[config.mk]
export PLATFORM = sky130hd
export DESIGN_NAME = ssd_capture_decoder
export DESIGN_NICKNAME = d
export VERILOG_FILES = /design/src/rtl/ssd_capture_decoder.sv
export SDC_FILE = /design/constraint.sdc
export NUM_CORES = 1
export LEC_CHECK = 0
export ABC_AREA = 1
export BUFFER_PORTS_ARGS = -buffer_cell sky130_fd_sc_hd__clkbuf_2
export CAP_MARGIN = 0
export CORE_MARGIN = 10
export CORE_UTILIZATION = 60
export CTS_CLUSTER_SIZE = 24
export DETAILED_ROUTE_END_ITERATION = 7
export PLACE_DENSITY = 0.8
export SKIP_CTS_REPAIR_TIMING = 1
export SYNTH_ARGS = -nofsm -noshare
export SYNTH_HDL_FRONTEND = slang
export SYNTH_SLANG_ARGS = --single-unit
[constraint.sdc]
create_clock -name ssd_clk -period 5.66 [get_ports ssd_clk]
set_input_delay 0 -clock ssd_clk [delete_from_list [all_inputs] [get_ports ssd_clk]]
set_output_delay 0 -clock ssd_clk [all_outputs]
set_load 0.03 [all_outputs]
[src/rtl/ssd_capture_decoder.sv]
// Receive-side decoder for a two-digit multiplexed seven-segment bus: filters,
// decodes and reassembles the displayed byte, flagging illegal codes.
module ssd_capture_decoder #(
    parameter int unsigned STABLE_CYCLES = 1
) (
    input  logic       ssd_clk,
    input  logic       ssd_rst,
    input  logic [6:0] ssd_dec_port_cc,
    input  logic [7:0] ssd_dec_port_an,
    output logic [7:0] ssd_dec_port_out,
    output logic       ssd_dec_port_valid,
    output logic       ssd_dec_port_chg,
    output logic       ssd_dec_port_err,
    output logic [7:0] ssd_dec_port_err_cnt
);
    typedef enum logic [1:0] {IDLE, GOT_LO, GOT_HI} state_t;

    localparam logic [3:0] STABLE_W = 4'(STABLE_CYCLES);

    state_t     r_state, w_next;
    logic [6:0] r_cc;
    logic [7:0] r_an;
    logic [3:0] r_cnt;
    logic       r_done;
    logic [3:0] r_lo, r_hi;

    logic       w_same, w_accept, w_seg_ok, w_is_lo, w_is_hi, w_blank;
    logic       w_lo_ev, w_hi_ev, w_err_ev, w_complete;
    logic [3:0] w_nib;
    logic [7:0] w_byte;

    // Active-low pattern -> {legal, nibble}
    function automatic logic [4:0] seg_decode(input logic [6:0] s);
        case (s)
            7'h40: seg_decode = 5'h10;  7'h79: seg_decode = 5'h11;
            7'h24: seg_decode = 5'h12;  7'h30: seg_decode = 5'h13;
            7'h19: seg_decode = 5'h14;  7'h12: seg_decode = 5'h15;
            7'h02: seg_decode = 5'h16;  7'h78: seg_decode = 5'h17;
            7'h00: seg_decode = 5'h18;  7'h18: seg_decode = 5'h19;
            7'h08: seg_decode = 5'h1A;  7'h03: seg_decode = 5'h1B;
            7'h46: seg_decode = 5'h1C;  7'h21: seg_decode = 5'h1D;
            7'h06: seg_decode = 5'h1E;  7'h0E: seg_decode = 5'h1F;
            default: seg_decode = 5'h00;
        endcase
    endfunction

    assign w_same   = (ssd_dec_port_cc == r_cc) && (ssd_dec_port_an == r_an);
    // r_done keeps a held pair from being accepted twice
    assign w_accept = (r_cnt == STABLE_W) && !r_done;
    assign {w_seg_ok, w_nib} = seg_decode(r_cc);
    assign w_is_lo  = (r_an == 8'hFE);
    assign w_is_hi  = (r_an == 8'hFD);
    assign w_blank  = (r_an == 8'hFF);
    assign w_lo_ev  = w_accept && w_is_lo && w_seg_ok;
    assign w_hi_ev  = w_accept && w_is_hi && w_seg_ok;
    assign w_err_ev = w_accept && !w_blank && !((w_is_lo || w_is_hi) && w_seg_ok);

    always_comb begin
        w_next     = r_state;
        w_complete = 1'b0;
        w_byte     = {r_hi, r_lo};
        if (w_err_ev) begin
            w_next = IDLE;
        end else begin
            case (r_state)
                IDLE: begin
                    if (w_lo_ev)      w_next = GOT_LO;
                    else if (w_hi_ev) w_next = GOT_HI;
                end
                GOT_LO: begin
                    if (w_hi_ev) begin
                        w_complete = 1'b1;
                        w_byte     = {w_nib, r_lo};
                        w_next     = IDLE;
                    end
                end
                GOT_HI: begin
                    if (w_lo_ev) begin
                        w_complete = 1'b1;
                        w_byte     = {r_hi, w_nib};
                        w_next     = IDLE;
                    end
                end
                default: w_next = IDLE;
            endcase
        end
    end

    always_ff @(posedge ssd_clk) begin
        if (ssd_rst) begin
            r_state              <= IDLE;
            r_cc                 <= 7'h7F;
            r_an                 <= 8'hFF;
            r_cnt                <= 4'd0;
            r_done               <= 1'b0;
            r_lo                 <= 4'd0;
            r_hi                 <= 4'd0;
            ssd_dec_port_out     <= 8'h00;
            ssd_dec_port_valid   <= 1'b0;
            ssd_dec_port_chg     <= 1'b0;
            ssd_dec_port_err     <= 1'b0;
            ssd_dec_port_err_cnt <= 8'h00;
        end else begin
            r_state <= w_next;
            r_cc    <= ssd_dec_port_cc;
            r_an    <= ssd_dec_port_an;
            if (w_accept) r_done <= 1'b1;
            if (!w_same) begin
                r_cnt  <= 4'd1;
                r_done <= 1'b0;
            end else if (r_cnt != 4'hF) begin
                r_cnt <= r_cnt + 4'd1;
            end
            if (w_lo_ev) r_lo <= w_nib;
            if (w_hi_ev) r_hi <= w_nib;
            if (w_complete) ssd_dec_port_out <= w_byte;
            ssd_dec_port_valid <= w_complete;
            ssd_dec_port_chg   <= w_complete && (w_byte != ssd_dec_port_out);
            ssd_dec_port_err   <= w_err_ev;
            if (w_err_ev && ssd_dec_port_err_cnt != 8'hFF)
                ssd_dec_port_err_cnt <= ssd_dec_port_err_cnt + 8'd1;
        end
    end
endmodule
==> summary.md <==
| Metric | Value |
|---|---|
| Area of the multi-input gates | `1530 um2` |
| Total track usage | `16.3%` |
| Fillers | `366` |
| Met2 wire len | `3250 um` |
| WL final | `6590 um` |
| IO Port Bufs | `35` |
| H-tree lvl count | `2` |
| Reg area | `981 um2` |
| Critical path class | `reg -> reg` |
| Outcome | `finished, final reports clean` |
| I/O Pins | `36` |
| Clock sink count | `49` |
| Fin crit share | `43.8%` |
| Fin Hold WS | `351 ps` |
| HP Class | `in -> reg` |
| Top Metal Used | `met4` |
| Pwr Total | `0.000649 W` |
| Critical path fanouts, max | `11` |
| GPL Wtd Cong | `0.907` |
| Fin nets | `482` |
| CP required | `5870 ps` |
| Synth-to-Final Area Change | `16.6%` |
| Height of the die | `87.7 um` |
| Share of cells above drive strength 1 | `17.6%` |
| Syn Inst Count | `408` |
| Gr ovfl total | `0` |
| Startpoint Class | `flip-flop` |
| CTS clock-pin slew for the worst setup and hold paths | `100 ps` |
| Most frequent cell after synthesis | `nand2_1` |
| Starting Density | `62.7%` |
| Initial antenna violation count | `1` |
| Dominant synthesized flop cell | `dfxtp_1` |
| Vias in the first global route | `2,510` |
| Die ar. | `7690 um2` |
| CTS max path bufs | `2` |
| Routed length per placed instance | `12.8 um` |
| DRC Markers | `0` |
| Final Hold Vio Count | `0` |
| Worst Skew | `4.83 ps` |
| FF+latch count, synth | `49` |
| Worst-Margin Slew | `735 ps` |
| P_leak | `1.55 nW` |
| Initial DRC count | `198` |
| Drt first pass iters | `5` |
| Post-synth cell types | `34` |
| Core area | `4380 um2` |
| Critical Path AT | `2690 ps` |
| Final cell count without fillers | `513` |
| Mean post-synth cell area | `6.73 um2` |
| Largest net degree at the start of global routing | `36` |
| Top post-synthesis cells by count | `nand2_1, dfxtp_1, inv_1` |
| Max_cap viols | `0` |
| Root buf cell | `clkbuf_8` |
| Post-route antenna net violation count | `0` |
| Area share of the largest cell type after synthesis | `35.7%` |
| Setup TNS | `0 ps` |
| Die Width | `87.7 um` |
| Syn. warnings | `0` |
| DP HPWL | `4710 um` |
| First-pass GRT wire length | `10,600 um` |
| Register area share after synthesis | `35.7%` |
| Number of synthesized flops with an enable pin | `0` |
| Layout Utilization | `73.1%` |
| CTS tree | `yes` |
| Max-slew violations | `0` |
| Pwr dens | `202 nW/um2` |
| Post-Synthesis Net Count | `431` |
| Unrepaired setup endpoints after global routing | `no` |
| Peak VDD IR | `0.228 mV` |
| Met3 WL | `337 um` |
| CTS buffer count | `5` |
| Cell count after placement | `489` |
| Top cells by area, synth | `dfxtp_1, nand2_1, inv_1` |
| M1 WL | `2930 um` |
| Synth async-reset ratio | `0%` |
| FP Rows | `24` |
| Fmax | `403 MHz` |
| Via density | `5.27` |
| Clock network latency to the later pin of the worst-skew pair | `310 ps` |
| Post-synth top area cell | `dfxtp_1` |
| Worst slew margin | `51.0%` |
| Tmin final | `2480 ps` |
| Vias | `2,706` |
| Final setup vio count | `0` |
| Cell Area, Synth | `2750 um2` |
| Crit end category | `flip-flop` |
[per-stage QoR]
step                instance area, um2  setup WS, ps
floorplan                         2750          3660
global placement                  2960          3320
detailed placement                2960          3320
CTS                               3050          3280
global route                      3200          2810
finish                            3200          3180
[sequential cells by signal, indices dropped and copies added, names as in the netlist]
| name | count |
|---|---|
| r_an | 8 |
| ssd_dec_port_valid | 1 |
| ssd_dec_port_chg | 1 |
| r_cc | 7 |
| r_hi | 4 |
| ssd_dec_port_err_cnt | 8 |
| ssd_dec_port_err | 1 |
| r_lo | 4 |
| r_done | 1 |
| r_cnt | 4 |
| r_state | 2 |
| ssd_dec_port_out | 8 |
[power breakdown]
group	switching, W	internal (W)	leakage, nW
logic	0.0000392	0.0000290	1.10
registers	0.0000105	0.000353	0.400
clock network	0.000127	0.0000902	0.0487
[final cells by class]
type / instances / share of cell area, %
Antenna cell: 1 / 0.0781
Clock buffer: 5 / 2.15
Clock inverter: 3 / 0.820
Inverter: 55 / 6.44
Multi-Input combinational cell: 298 / 47.7
Sequential cell: 49 / 30.6
Tap cell: 52 / 2.03
Timing Repair Buffer: 50 / 10.2
[layer usage]
metal	vias to the layer above	global-route usage, %
li1	1407	-
met3	7	3.25
met2	77	28.4
met4	0	3.62
met5	-	0
met1	1215	20.1
[path summary, 6_finish.rpt]
kind / from / end / slack (ps) / depth (start not counted)
setup / recovery: r_cc[1] / ssd_dec_port_chg / 3180 / 19
hold / removal: ssd_rst / r_lo[3] / 350 / 2
setup reg to reg: r_cc[1] / ssd_dec_port_chg / 3180 / 19
hold reg to reg: r_done / r_done / 470 / 2
[kinds of logic after synthesis]
family,synth area share [%]
adder cells (fa/ha/maj),2.73
multiplexers,0.364
AO/OA/AOI/OAI,11.0
buffers and inverters,8.65
XOR/XNOR,4.46
AND/OR/NAND/NOR,37.1
flip-flops,35.7
[worst max-delay path, cell delays in order (launching register included)]
cell and delay, ps:
dfxtp_1 470, inv_2 70, nor2_2 160, nand2_1 110
nor2_1 140, nor2_1 80, nand2_1 70, nor2_1 40
nand2_2 190, nand2_2 120, a21oi_1 310, nand2_1 130
nand2_1 100, nand2_1 50, nand2_1 50, nand2_1 50
inv_1 50, nand2_1 60, nor2_1 90, nor2_1 40
[layout by cell type (no fill, tap or decap), types with 3 or more instances in the layout]
master         count
nand2_1          101
inv_1             49
dfxtp_1           49
nor2_1            44
clkbuf_2          35
nand3_1           31
a21oi_1           24
dlygate4sd3_1     15
o21ai_0           14
or2_2             12
nand4_1            8
xor2_1             8
nor2_2             8
nand2_2            7
xnor2_1            6
ha_1               6
inv_2              5
o21ai_1            5
clkbuf_8           5
nor4_1             4
nor3_1             4
a31oi_1            3
No activity file was read; power rests on OpenSTA's default activity.
